$ cat config.mk
export PLATFORM = sky130hd
export DESIGN_NAME = pe_feeder_flat
export DESIGN_NICKNAME = d
export VERILOG_FILES = /design/src/rtl/pe_pkg.sv /design/src/rtl/pe_feeder_if.sv /design/src/rtl/pix_pack.sv /design/src/rtl/pe_feeder.sv /design/src/flat_wrapper.sv
export SDC_FILE = /design/constraint.sdc
export NUM_CORES = 1
export LEC_CHECK = 0
export CAP_MARGIN = 15
export CORE_UTILIZATION = 40
export CTS_CLUSTER_DIAMETER = 120
export DETAILED_ROUTE_END_ITERATION = 8
export PLACE_DENSITY = 0.8
export REMOVE_ABC_BUFFERS = 1
export SLEW_MARGIN = 30
export SYNTH_ARGS = -nofsm -noshare
export SYNTH_HDL_FRONTEND = slang
export SYNTH_SLANG_ARGS = --single-unit
$ cat constraint.sdc
create_clock -name Clk -period 2.27 [get_ports Clk]
set_clock_uncertainty 0.1 [all_clocks]
set_input_delay 0.454 -clock Clk [delete_from_list [all_inputs] [get_ports Clk]]
set_output_delay 0.454 -clock Clk [all_outputs]
set_load 0.05 [all_outputs]
$ cat src/rtl/pe_pkg.sv
// Shared constants and state encoding for the PE feeder slice.
package pe_pkg;

  localparam int PIX_W = 8;

  localparam logic MODE_SUM = 1'b0;
  localparam logic MODE_BG  = 1'b1;

  typedef enum logic [5:0] {
    IDLE    = 6'b000001,
    LOAD    = 6'b000010,
    START   = 6'b000100,
    WAIT    = 6'b001000,
    DRAIN   = 6'b010000,
    SUM_OUT = 6'b100000
  } state_t;

endpackage

$ cat src/rtl/pe_feeder_if.sv
// Feeder <-> PE bus: packed pixel inputs, start/ack pulses, done flags and results.
interface pe_feeder_if #(
  parameter int NUM_PIXELS = 4
);
  import pe_pkg::*;

  localparam int VW = NUM_PIXELS*PIX_W;

  logic [VW-1:0] red_in, green_in, blue_in;
  logic          Start_Sum, Start_BgRemoval, Ack;
  logic          Qsd, Qbgd;
  logic [VW-1:0] red_out, green_out, blue_out;
  logic [VW-1:0] red_sum, green_sum, blue_sum;

  modport master (
    output red_in, green_in, blue_in, Start_Sum, Start_BgRemoval, Ack,
    input  Qsd, Qbgd, red_out, green_out, blue_out, red_sum, green_sum, blue_sum
  );

  modport slave (
    input  red_in, green_in, blue_in, Start_Sum, Start_BgRemoval, Ack,
    output Qsd, Qbgd, red_out, green_out, blue_out, red_sum, green_sum, blue_sum
  );

endinterface

$ cat src/rtl/pix_pack.sv
// Slot-addressed register write of one 8-bit pixel into an N-slot packed vector.
module pix_pack
  import pe_pkg::*;
#(
  parameter int N  = 4,
  parameter int SW = $clog2(N+1)
) (
  input  logic               Clk,
  input  logic               Reset_n,
  input  logic               wr_en,
  input  logic [SW-1:0]      wr_slot,
  input  logic [PIX_W-1:0]   wr_data,
  output logic [N*PIX_W-1:0] vec
);

  logic [N-1:0][PIX_W-1:0] q;

  always_ff @(posedge Clk or negedge Reset_n) begin
    if (!Reset_n) begin
      q <= '0;
    end else if (wr_en) begin
      for (int k = 0; k < N; k++)
        if (wr_slot == SW'(k)) q[k] <= wr_data;
    end
  end

  assign vec = q;

endmodule

$ cat src/rtl/pe_feeder.sv
// Batches a serial RGB stream into the PE, starts it, waits for done, acks and streams results.
module pe_feeder
  import pe_pkg::*;
#(
  parameter int NUM_PIXELS = 4
) (
  input  logic                        Clk,
  input  logic                        Reset_n,
  input  logic                        pix_valid,
  output logic                        pix_ready,
  input  logic                        pix_mode,
  input  logic [PIX_W-1:0]            pix_r,
  input  logic [PIX_W-1:0]            pix_g,
  input  logic [PIX_W-1:0]            pix_b,
  pe_feeder_if.master                 pe,
  output logic                        out_valid,
  input  logic                        out_ready,
  output logic [PIX_W-1:0]            out_r,
  output logic [PIX_W-1:0]            out_g,
  output logic [PIX_W-1:0]            out_b,
  output logic                        sum_valid,
  input  logic                        sum_ready,
  output logic [NUM_PIXELS*PIX_W-1:0] sum_r,
  output logic [NUM_PIXELS*PIX_W-1:0] sum_g,
  output logic [NUM_PIXELS*PIX_W-1:0] sum_b
);

  localparam int              CW   = $clog2(NUM_PIXELS+1);
  localparam int              VW   = NUM_PIXELS*PIX_W;
  localparam logic [CW-1:0]   LAST = CW'(NUM_PIXELS-1);

  state_t               state, state_d;
  logic [CW-1:0]        cnt, cnt_d, wr_slot;
  logic                 mode, mode_d, wr_en, capture, done;
  logic                 start_sum_q, start_bg_q, ack_q;
  logic [2:0][PIX_W-1:0] pix_c, out_c;
  logic [2:0][VW-1:0]   in_vec, res_pe, sum_pe, res_q, sum_q;

  // channel index 0/1/2 = red/green/blue throughout
  assign pix_c  = {pix_b, pix_g, pix_r};
  assign res_pe = {pe.blue_out, pe.green_out, pe.red_out};
  assign sum_pe = {pe.blue_sum, pe.green_sum, pe.red_sum};
  assign done   = (mode == MODE_SUM) ? pe.Qsd : pe.Qbgd;

  for (genvar c = 0; c < 3; c++) begin : g_ch
    pix_pack #(.N(NUM_PIXELS), .SW(CW)) u_pack (
      .Clk     (Clk),
      .Reset_n (Reset_n),
      .wr_en   (wr_en),
      .wr_slot (wr_slot),
      .wr_data (pix_c[c]),
      .vec     (in_vec[c])
    );
  end

  always_comb begin
    state_d = state;
    cnt_d   = cnt;
    mode_d  = mode;
    wr_en   = 1'b0;
    wr_slot = cnt;
    capture = 1'b0;
    unique case (state)
      IDLE: begin
        wr_slot = '0;
        if (pix_valid && pix_ready) begin
          wr_en   = 1'b1;
          mode_d  = pix_mode;
          cnt_d   = CW'(1);
          state_d = (NUM_PIXELS == 1) ? START : LOAD;
        end
      end
      LOAD: begin
        if (pix_valid && pix_ready) begin
          wr_en = 1'b1;
          cnt_d = cnt + CW'(1);
          if (cnt == LAST) state_d = START;
        end
      end
      START: state_d = WAIT;
      WAIT: begin
        if (done) begin
          capture = 1'b1;
          cnt_d   = '0;
          state_d = (mode == MODE_SUM) ? SUM_OUT : DRAIN;
        end
      end
      DRAIN: begin
        if (out_ready) begin
          cnt_d = cnt + CW'(1);
          if (cnt == LAST) state_d = IDLE;
        end
      end
      SUM_OUT: if (sum_ready) state_d = IDLE;
      default: state_d = IDLE;
    endcase
  end

  // Pulses and pix_ready come from next-state so they line up with the state they belong to
  always_ff @(posedge Clk or negedge Reset_n) begin
    if (!Reset_n) begin
      state       <= IDLE;
      cnt         <= '0;
      mode        <= MODE_SUM;
      pix_ready   <= 1'b0;
      start_sum_q <= 1'b0;
      start_bg_q  <= 1'b0;
      ack_q       <= 1'b0;
      res_q       <= '0;
      sum_q       <= '0;
    end else begin
      state       <= state_d;
      cnt         <= cnt_d;
      mode        <= mode_d;
      pix_ready   <= (state_d == IDLE) || (state_d == LOAD);
      start_sum_q <= (state_d == START) && (mode_d == MODE_SUM);
      start_bg_q  <= (state_d == START) && (mode_d == MODE_BG);
      ack_q       <= capture;
      if (capture) begin
        res_q <= res_pe;
        sum_q <= sum_pe;
      end
    end
  end

  always_comb begin
    out_c = '0;
    for (int k = 0; k < NUM_PIXELS; k++)
      if (cnt == CW'(k))
        for (int c = 0; c < 3; c++) out_c[c] = res_q[c][k*PIX_W +: PIX_W];
  end

  assign pe.red_in          = in_vec[0];
  assign pe.green_in        = in_vec[1];
  assign pe.blue_in         = in_vec[2];
  assign pe.Start_Sum       = start_sum_q;
  assign pe.Start_BgRemoval = start_bg_q;
  assign pe.Ack             = ack_q;

  assign out_valid = (state == DRAIN);
  assign out_r     = out_c[0];
  assign out_g     = out_c[1];
  assign out_b     = out_c[2];
  assign sum_valid = (state == SUM_OUT);
  assign sum_r     = sum_q[0];
  assign sum_g     = sum_q[1];
  assign sum_b     = sum_q[2];

endmodule

$ cat src/flat_wrapper.sv
// flat-port wrapper written by rule: the top's interface ports become plain ports
module pe_feeder_flat import pe_pkg::*;
#(
  parameter int NUM_PIXELS = 4
)
  (Clk, Reset_n, pix_valid, pix_ready, pix_mode, pix_r, pix_g, pix_b, out_valid, out_ready, out_r, out_g, out_b, sum_valid, sum_ready, sum_r, sum_g, sum_b, pe_red_in, pe_green_in, pe_blue_in, pe_Start_Sum, pe_Start_BgRemoval, pe_Ack, pe_Qsd, pe_Qbgd, pe_red_out, pe_green_out, pe_blue_out, pe_red_sum, pe_green_sum, pe_blue_sum);
  pe_feeder_if #(.NUM_PIXELS(NUM_PIXELS)) pe_i ();
  input  logic Clk;
  input  logic Reset_n;
  input  logic pix_valid;
  output logic pix_ready;
  input  logic pix_mode;
  input  logic [PIX_W-1:0] pix_r;
  input  logic [PIX_W-1:0] pix_g;
  input  logic [PIX_W-1:0] pix_b;
  output logic out_valid;
  input  logic out_ready;
  output logic [PIX_W-1:0] out_r;
  output logic [PIX_W-1:0] out_g;
  output logic [PIX_W-1:0] out_b;
  output logic sum_valid;
  input  logic sum_ready;
  output logic [NUM_PIXELS*PIX_W-1:0] sum_r;
  output logic [NUM_PIXELS*PIX_W-1:0] sum_g;
  output logic [NUM_PIXELS*PIX_W-1:0] sum_b;
  output wire logic [$bits(pe_i.red_in)-1:0] pe_red_in;
  output wire logic [$bits(pe_i.green_in)-1:0] pe_green_in;
  output wire logic [$bits(pe_i.blue_in)-1:0] pe_blue_in;
  output wire logic [$bits(pe_i.Start_Sum)-1:0] pe_Start_Sum;
  output wire logic [$bits(pe_i.Start_BgRemoval)-1:0] pe_Start_BgRemoval;
  output wire logic [$bits(pe_i.Ack)-1:0] pe_Ack;
  input wire logic [$bits(pe_i.Qsd)-1:0] pe_Qsd;
  input wire logic [$bits(pe_i.Qbgd)-1:0] pe_Qbgd;
  input wire logic [$bits(pe_i.red_out)-1:0] pe_red_out;
  input wire logic [$bits(pe_i.green_out)-1:0] pe_green_out;
  input wire logic [$bits(pe_i.blue_out)-1:0] pe_blue_out;
  input wire logic [$bits(pe_i.red_sum)-1:0] pe_red_sum;
  input wire logic [$bits(pe_i.green_sum)-1:0] pe_green_sum;
  input wire logic [$bits(pe_i.blue_sum)-1:0] pe_blue_sum;
  assign pe_red_in = pe_i.red_in;
  assign pe_green_in = pe_i.green_in;
  assign pe_blue_in = pe_i.blue_in;
  assign pe_Start_Sum = pe_i.Start_Sum;
  assign pe_Start_BgRemoval = pe_i.Start_BgRemoval;
  assign pe_Ack = pe_i.Ack;
  assign pe_i.Qsd = pe_Qsd;
  assign pe_i.Qbgd = pe_Qbgd;
  assign pe_i.red_out = pe_red_out;
  assign pe_i.green_out = pe_green_out;
  assign pe_i.blue_out = pe_blue_out;
  assign pe_i.red_sum = pe_red_sum;
  assign pe_i.green_sum = pe_green_sum;
  assign pe_i.blue_sum = pe_blue_sum;
  pe_feeder #(.NUM_PIXELS(NUM_PIXELS)) u_core (.Clk(Clk), .Reset_n(Reset_n), .pix_valid(pix_valid), .pix_ready(pix_ready), .pix_mode(pix_mode), .pix_r(pix_r), .pix_g(pix_g), .pix_b(pix_b), .pe(pe_i), .out_valid(out_valid), .out_ready(out_ready), .out_r(out_r), .out_g(out_g), .out_b(out_b), .sum_valid(sum_valid), .sum_ready(sum_ready), .sum_r(sum_r), .sum_g(sum_g), .sum_b(sum_b));
endmodule
==> reports/summary.md, run 1 <==
The run finished, with violations left. The checks that failed: setup timing. Summing the areas of all and, or, nand and nor instances in the mapped netlist gives 4.01% of the synthesized area. The worst setup slack for register-to-register paths was -0.28 ns; the post-detailed-route count of antenna-violating nets was 0. Data arrives at the worst endpoint at 2.33 ns. Critical path endpoint category: an output pin. For this design, the sink count on the clock tree is 302. The maximum fanout encountered on the critical timing path is 6, and the cell count after synthesis is 842. For this run, design rule violations remaining after detail routing come to 0.

Via count of the first global-routing pass: 10465. By area, the combinational part of the netlist is dominated by multiplexers. Startpoint of the worst register-to-register path: u_core.state[3].

The worst reg2reg path endpoint is u_core.g_ch[0].u_pack.vec[29]. The transition at the pin with the smallest max-transition slack is 0.601 ns, and the number of max-slew violations in the final report is 0. After synthesis, the mean cell area works out to 14.6 µm². The most used flip-flop cell after synthesis is sky130_fd_sc_hd__dfrtp_1. The startpoint-to-endpoint class of the critical path is flip-flop to output pin.

TritonCTS built the clock tree. Sequential elements use 61.3% of the synthesized area. The portion of the clock cycle consumed by the worst path in the final layout came out at 127%.

After synthesis, the cell types taking the most area are sky130_fd_sc_hd__dfrtp_1, sky130_fd_sc_hd__mux2_2, sky130_fd_sc_hd__mux2_4. The relative area change from synthesis to final layout is 65.3%, and the pin count of the biggest net entering global routing is 60. Share of post-route cells with drive strength above 1: 39.2%. The routed design could run at a clock period as short as 2.88 ns. The hold violation count in the final report is 0.

The logs give 4 for the first-pass iteration count of the detailed router and 0.809 for the routability-driven placement congestion ratio. The post-synthesis share of cell area spent on full adders, half adders and majority gates works out to 0.507%. The worst hold path belongs to the class input port to asynchronous set/reset pin. The multiplexer fraction of the synthesized cell area is 27.1%. Once the floorplan was initialized, standard cells occupied 41.2% of the core. For this run, the total global-route usage over all layers was measured as 24.7%. Area fraction in compound gates after synthesis: 4.42%. The clock reaches the later pin of the worst-skew pair after 0.49 ns. For this design the static power due to leakage is 9.88 nW. By count the netlist is led by sky130_fd_sc_hd__dfrtp_1, sky130_fd_sc_hd__mux2_2, sky130_fd_sc_hd__nand2_1, sky130_fd_sc_hd__nor2_1, sky130_fd_sc_hd__o21ai_0. The final setup slack of the worst path is -0.611 ns. No sink is reached through more buffers than the 3 on the longest clock path. For this run, asynchronously set or reset flops after synthesis account for 100%.

Setup repair after global routing could not meet its margin everywhere. The core region is 0.0300 mm². In the final design database the tool counted 1627 nets.

Dividing total power by cell area gives a power density of 1070 mW/mm². The die covers 0.0315 mm². The number of input and output port buffers inserted is 445, and the required time of the critical path is 1.72 ns. The worst setup path is launched from a flip-flop. The sum of overflow across all layers after global routing was 0; the xor/xnor cell area share of the yosys netlist was 0.284%. The final routed wirelength across all metal layers is 39.6 mm, and the wire length per cell is 21.9 µm. The root buffer cell chosen for the clock tree is sky130_fd_sc_hd__clkbuf_16. For this design the top-level I/O count stands at 446. The floorplan die height was 178 µm; the final total power was 21.8 mW. The DRC marker count from the first detailed-route iteration came out at 383. Adding up every negative setup slack in the final design gives -37.40 ns. For this run, the number of Yosys warnings is 0.

The mapped netlist covers 0.0123 mm². The detailed-route vias per instance came out at 5.16. Deepest level of the CTS H-tree: 2. Derived from the worst setup path, the maximum achievable clock frequency is 0.347 GHz.

The worst register-to-register path has a depth of 10. The synthesized design contains 0 enable-type register cells. The tool flagged a number of max-cap violations equal to 0. In this run, distinct cell masters in the synthesized netlist total 43. The run gives 2 as the initial antenna violation count. For the final number of setup-violating endpoints, the log shows 124. Most numerous cell in the Yosys netlist: sky130_fd_sc_hd__dfrtp_1. IR analysis of the VDD net gives a maximum drop of 0.791 mV. The synthesized design spends more area on one cell type than any other, namely sky130_fd_sc_hd__dfrtp_1. The floorplan die width is 178 µm, and the half-perimeter wire length after placement is 26.1 mm.

For the number of buffers created by CTS, the log shows 34. The CTS clock-pin slew for the worst setup and hold paths came out at 0.06 ns. Of the post-synthesis cell area, the dominant cell type holds 61.1%.

The floorplan has 63 rows. The flip-flop and latch count after synthesis came out at 302. Headroom to the max-slew limit came out at 60.1%. The wire length of the first global-routing pass is 59.1 mm. The tools report the routed via count as 9340.
## repair_timing
| item | in CTS | in global routing |
|---|---|---|
| gates resized for setup | 77 | 118 |
| setup buffers | 22 | 9 |
| gates cloned | 11 | 5 |
| hold buffers | 1 | 0 |
| setup endpoints to repair | 257 | 363 |
| pin swaps | 12 | 17 |
| endpoints found under the hold margin | 47 | 0 |
## cells in the final DEF (no fill, tap or decap), types with 23 or more instances in the layout
cell	instances
sky130_fd_sc_hd__nand2_1	36
sky130_fd_sc_hd__clkdlybuf4s50_1	339
sky130_fd_sc_hd__dlygate4sd2_1	23
sky130_fd_sc_hd__dfrtp_1	300
sky130_fd_sc_hd__mux2_4	27
sky130_fd_sc_hd__dlymetal6s2s_1	55
sky130_fd_sc_hd__mux2_2	262
sky130_fd_sc_hd__buf_12	51
sky130_fd_sc_hd__clkbuf_16	39
sky130_fd_sc_hd__buf_4	73
## per-stage QoR
stage | util, % | instances | hold slack, ns | setup WS, ns | instance area [µm²]
final | 68.1 | 1810 | 0.384 | -0.611 | 20400
after global routing | 68.1 | 1809 | 0.415 | -0.717 | 20400
after CTS | 66.4 | 1796 | 0.405 | -0.575 | 19900
after detailed placement | 60.7 | 1708 | 0.338 | -0.153 | 18200
after global placement | 60.7 | 1708 | 0.330 | -0.166 | 18200
after floorplan | - | 791 | 0.0584 | -7.82 | 12100
## worst max-delay path by stage
stage	start	endpoint	slack (ns)	cells after the start
after floorplan	u_core.state[2]	u_core.res_q[0]	-7.82	4
after global placement	u_core.cnt[0]	out_g[5]	-0.17	9
after detailed placement	u_core.cnt[1]	out_g[5]	-0.15	10
after CTS	u_core.cnt[0]	out_g[0]	-0.57	10
after global routing	u_core.cnt[1]	out_r[2]	-0.72	11
final	u_core.cnt[1]	out_g[0]	-0.61	11
## metal layers
layer / global-route usage, % / wire, µm / vias to the layer above
met2: 42.3 / 20500 / 375
li1: - / - / 4119
met4: 11.1 / 1600 / 0
met3: 6.41 / 2700 / 101
met1: 29.1 / 14800 / 4745
met5: 0 / 0 / -
## power breakdown
group	total (mW)	leakage (nW)	internal [mW]	switching, mW
registers	6.64	3.93	6.15	0.484
clock network	5.43	0.526	3.31	2.12
logic	9.74	5.43	4.32	5.42
total	21.8	9.88	13.8	8.03
## critical path, cell delays in order, from the launching register on
cell,delay [ns]
sky130_fd_sc_hd__dfrtp_1,0.40
sky130_fd_sc_hd__inv_2,0.12
sky130_fd_sc_hd__ha_4,0.14
sky130_fd_sc_hd__nor3b_4,0.18
sky130_fd_sc_hd__buf_6,0.18
sky130_fd_sc_hd__buf_12,0.15
sky130_fd_sc_hd__a22oi_2,0.06
sky130_fd_sc_hd__nor2_2,0.13
sky130_fd_sc_hd__a21oi_2,0.06
sky130_fd_sc_hd__o21ai_1,0.15
sky130_fd_sc_hd__buf_4,0.14
sky130_fd_sc_hd__buf_12,0.12
## flip-flops by register name, summed over array words and instances (netlist names)
| name | count |
|---|---|
| u_core.sum_r | 32 |
| u_core.pe.Start_Sum | 1 |
| u_core.g_ch.u_pack.vec | 96 |
| u_core.mode | 1 |
| u_core.sum_g | 32 |
| u_core.state | 6 |
| u_core.pe.Start_BgRemoval | 1 |
| u_core.cnt | 3 |
| u_core.res_q | 96 |
| u_core.pe.Ack | 1 |
| u_core.pix_ready | 1 |
| u_core.sum_b | 32 |
## cell families (layout without fill, tap and decap cells)
| group | after synthesis | count (layout) |
|---|---|---|
| muxes | 290 | 290 |
| and+or+nand+nor | 94 | 94 |
| buffers and inverters | 58 | 633 |
| adders and majority gates | 5 | 5 |
| AOI/OAI and AO/OA | 89 | 89 |
| DFF | 302 | 302 |
| xor gates and xnor gates | 4 | 4 |
| other | 0 | 3 |
## layout make-up
type,count,area (µm²)
Fill cell,2042,9560
Sequential cell,302,7560
Timing Repair Buffer,571,6420
Multi-Input combinational cell,482,4800
Clock buffer,44,920
Tap cell,390,488
Clock inverter,11,168
Inverter,7,26.3
Antenna cell,3,7.51
Note: power is estimated with default switching activity, not from simulation.
==> inputs of run 2 (changes only) <==
--- a/config.mk
+++ b/config.mk
@@ -11,6 +11,7 @@
 export DETAILED_ROUTE_END_ITERATION = 8
 export PLACE_DENSITY = 0.8
 export REMOVE_ABC_BUFFERS = 1
+export SKIP_LAST_GASP = 1
 export SLEW_MARGIN = 30
 export SYNTH_ARGS = -nofsm -noshare
 export SYNTH_HDL_FRONTEND = slang
==> run 2 against run 1 <==
  * The run still ends with setup timing left
  * First-iteration DRC count down 3.9%
  * Critical path depth stayed put
  * Register-to-register slack improved by 0.09 ns
  * Final area is 1.0% lower
  * Clock-buffer cell count stayed put
==> reports/summary.md, run 2 (same netlist as run 1, synthesis figures left out) <==
The wire length per cell is 21.7 µm (-0.98%). STA classifies the critical path startpoint as a flip-flop. For the final total power, the log shows 21.5 mW (-1.4%). The required time of the critical path came out at 1.72 ns (about the same). The final net count was 1623 (-0.25%). The min-delay analysis places its worst path in the category input port to asynchronous set/reset pin.

The number of buffers created by CTS was 34 (unchanged). The placeable core region is 0.0300 mm² (unchanged), and the setup slack after placement is -0.153 ns (unchanged). Maximum fanout encountered on the critical timing path: 6 (unchanged). The final setup TNS was -28.40 ns (+9.00 ns); the relative area change from synthesis to final layout was 63.6%.

The tools report the DRC marker count from the first detailed-route iteration as 368 (-3.9%). The post-detailed-route DRC marker count is 0 (unchanged). TritonCTS built the clock tree. The CTS clock-pin slew for the worst setup and hold paths was 0.06 ns (about the same). The delay of the slowest critical-path stage was 0.40 ns (about the same). For the effective utilization at floorplan, the log shows 41.2% (unchanged). Worst reg2reg path endpoint: u_core.g_ch[1].u_pack.vec[14]. The half-perimeter wire length after placement is 26.1 mm (unchanged).

The number of max-slew violations in the final report is 0 (unchanged), and the clock sink total is 302 (unchanged). The via count of the first global-routing pass is 10434 (-0.30%). The worst setup path is captured at an output pin. The tools report the final number of setup-violating endpoints as 122 (-1.6%).

The number of buffers and inverters on the critical path is 5 (unchanged), and the peak clock frequency supported by timing is 0.338 GHz (-2.7%). The final routed wirelength across all metal layers came out at 39.2 mm (-1.1%). The library cell used most frequently in the layout, excluding fill and tap cells, is sky130_fd_sc_hd__clkdlybuf4s50_1. The deepest level of the CTS H-tree was 2 (unchanged). The areal power density over the cells was 1070 mW/mm² (-0.37%). The worst slew margin relative to its limit came out at 60.7% (+0.62 points).

Setup repair after global routing could not meet its margin everywhere. The final setup slack of the worst path is -0.689 ns (-0.0785 ns). The initial antenna violation count was 2 (unchanged). The tools report the startpoint of the worst register-to-register path as u_core.state[5]. The floorplan die height is 178 µm (unchanged), and the pin count of the biggest net entering global routing is 60 (unchanged).

The number of input and output port buffers inserted is 445 (unchanged). For the routability-driven placement congestion ratio, the log shows 0.809 (unchanged). The share of post-route cells with drive strength above 1 was 37.0% (-2.2 points). The cell depth of the worst flop-to-flop path came out at 9 (-1). The minimum period implied by the final worst setup slack came out at 2.96 ns (+0.0785 ns).

The logs give 9.85 nW (-0.32%) for the cell leakage power and 0 (unchanged) for the count of max-cap constraint violations. The cell with the largest stage delay on the worst path is sky130_fd_sc_hd__dfrtp_1. The floorplan die width was 178 µm (unchanged); the first-pass iteration count of the detailed router was 4 (unchanged).

The largest buffer count on any clock path is 3 (unchanged), and the portion of the clock cycle consumed by the worst path in the final layout is 130% (+3.5 points). Number of placement rows: 63 (unchanged). The run gives -0.19 ns (+0.09 ns) as the worst setup slack for register-to-register paths. The routed via count was 9278 (-0.66%). The tools report the arrival time of the worst setup path as 2.41 ns (+0.08 ns).

The transition at the pin with the smallest max-transition slack is 0.589 ns (-0.0127 ns). The flow ran to the end, but the final reports show violations. The tools report the combined global-route utilization of all metal layers as 24.7% (-0.041 points). Leaving out fill and tap cells, the most frequent cells in the layout are sky130_fd_sc_hd__clkdlybuf4s50_1, sky130_fd_sc_hd__dfrtp_1, sky130_fd_sc_hd__mux2_2. Clock tree synthesis selected as its root buffer the cell sky130_fd_sc_hd__clkbuf_16. The total I/O pin count came out at 446 (unchanged).

The post-detailed-route count of antenna-violating nets is 0 (unchanged). For the sum of overflow across all layers after global routing, the log shows 0 (unchanged). The tools report the clock latency on the worst-skew pair as 0.49 ns (about the same).

The final reports fail on setup timing. The signal on the critical path passes through inv_2, ha_4, nor3b_4, buf_6, clkbuf_16, a22oi_2, nor2_2, a21oi_2, o21ai_2, buf_4, buf_12. The maximum resistive drop on vdd was 0.791 mV (about the same); the wire length of the first global-routing pass was 59.0 mm (-0.15%). The top cell family by delay on the critical path is buffers and inverters.

The startpoint-to-endpoint class of the critical path was flip-flop to output pin. Full die area: 0.0315 mm² (unchanged). The run gives 0 (unchanged) as the hold violation count in the final report. The detailed-route vias per instance was 5.13 (-0.55%).
==> run 2: cell types whose count changed in the layout (fill, tap and decap cells not counted), sizes merged <==
cell / change
bufbuf: -2
clkbuf: -2
clkdlybuf4s50: -2
diode: +2
dlygate4sd2: -1
dlymetal6s2s: +3
==> run 2: what timing repair did <==
action	CTS	global route
pin swaps	12	12
resized for setup	64	93
hold buffers	1	0
endpoints found under the hold margin	47	0
buffers inserted	22	8
gates cloned	11	3
endpoints found under the setup margin	257	366
==> run 2: worst reg2reg max path: cells and delay by family, from the launching register on <==
family | cells | cell delay, ns
AND/OR/NAND/NOR | 4 | 0.96
buffers and inverters | 4 | 0.62
multiplexers | 1 | 0.27
flip-flops | 1 | 0.40
==> run 2: cell type report <==
class / count / area (µm²)
diodes: 5 / 12.5
inverters: 7 / 26.3
fillers: 2082 / 9770
clock inverters: 11 / 168
well taps: 390 / 488
clock buffers: 44 / 920
flip-flops and latches: 302 / 7560
multi-input cells: 482 / 4690
repair buffers: 567 / 6320
==> run 2: power by group <==
group          switching [mW]  leakage, nW  internal, mW
logic                    5.29         5.40          4.16
clock network            2.12        0.526          3.31
registers               0.480         3.93          6.15
total                    7.89         9.85          13.6
==> run 2: per-layer routing <==
| layer | part of all wire (%) | track usage, % | up-vias |
|---|---|---|---|
| met2 | 51 | 42.3 | 336 |
| met1 | 38 | 29.2 | 4722 |
| met5 | 0 | 0 | - |
| met4 | 4.1 | 11.0 | 0 |
| li1 | - | - | 4111 |
| met3 | 6.4 | 6.23 | 109 |
==> run 2: worst max-delay path by stage <==
stage / endpoint / slack [ns] / depth (start not counted) / start
2_1_floorplan: u_core.res_q[0] / -7.82 / 4 / u_core.state[2]
3_3_place_gp: out_g[5] / -0.17 / 9 / u_core.cnt[0]
3_5_place_dp: out_g[5] / -0.15 / 10 / u_core.cnt[1]
4_1_cts: out_g[0] / -0.63 / 10 / u_core.cnt[1]
5_1_grt: out_g[3] / -0.79 / 11 / u_core.cnt[1]
6_report: out_g[3] / -0.69 / 11 / u_core.cnt[1]
==> run 2: through the flow <==
| stage | cell area, µm² | hold WS (ns) | util, % | std cells |
|---|---|---|---|---|
| floorplan | 12100 | 0.0584 | - | 791 |
| global placement | 18200 | 0.330 | 60.7 | 1708 |
| detailed placement | 18200 | 0.338 | 60.7 | 1708 |
| CTS | 19900 | 0.405 | 66.4 | 1796 |
| global route | 20200 | 0.415 | 67.4 | 1805 |
| finish | 20200 | 0.380 | 67.4 | 1808 |
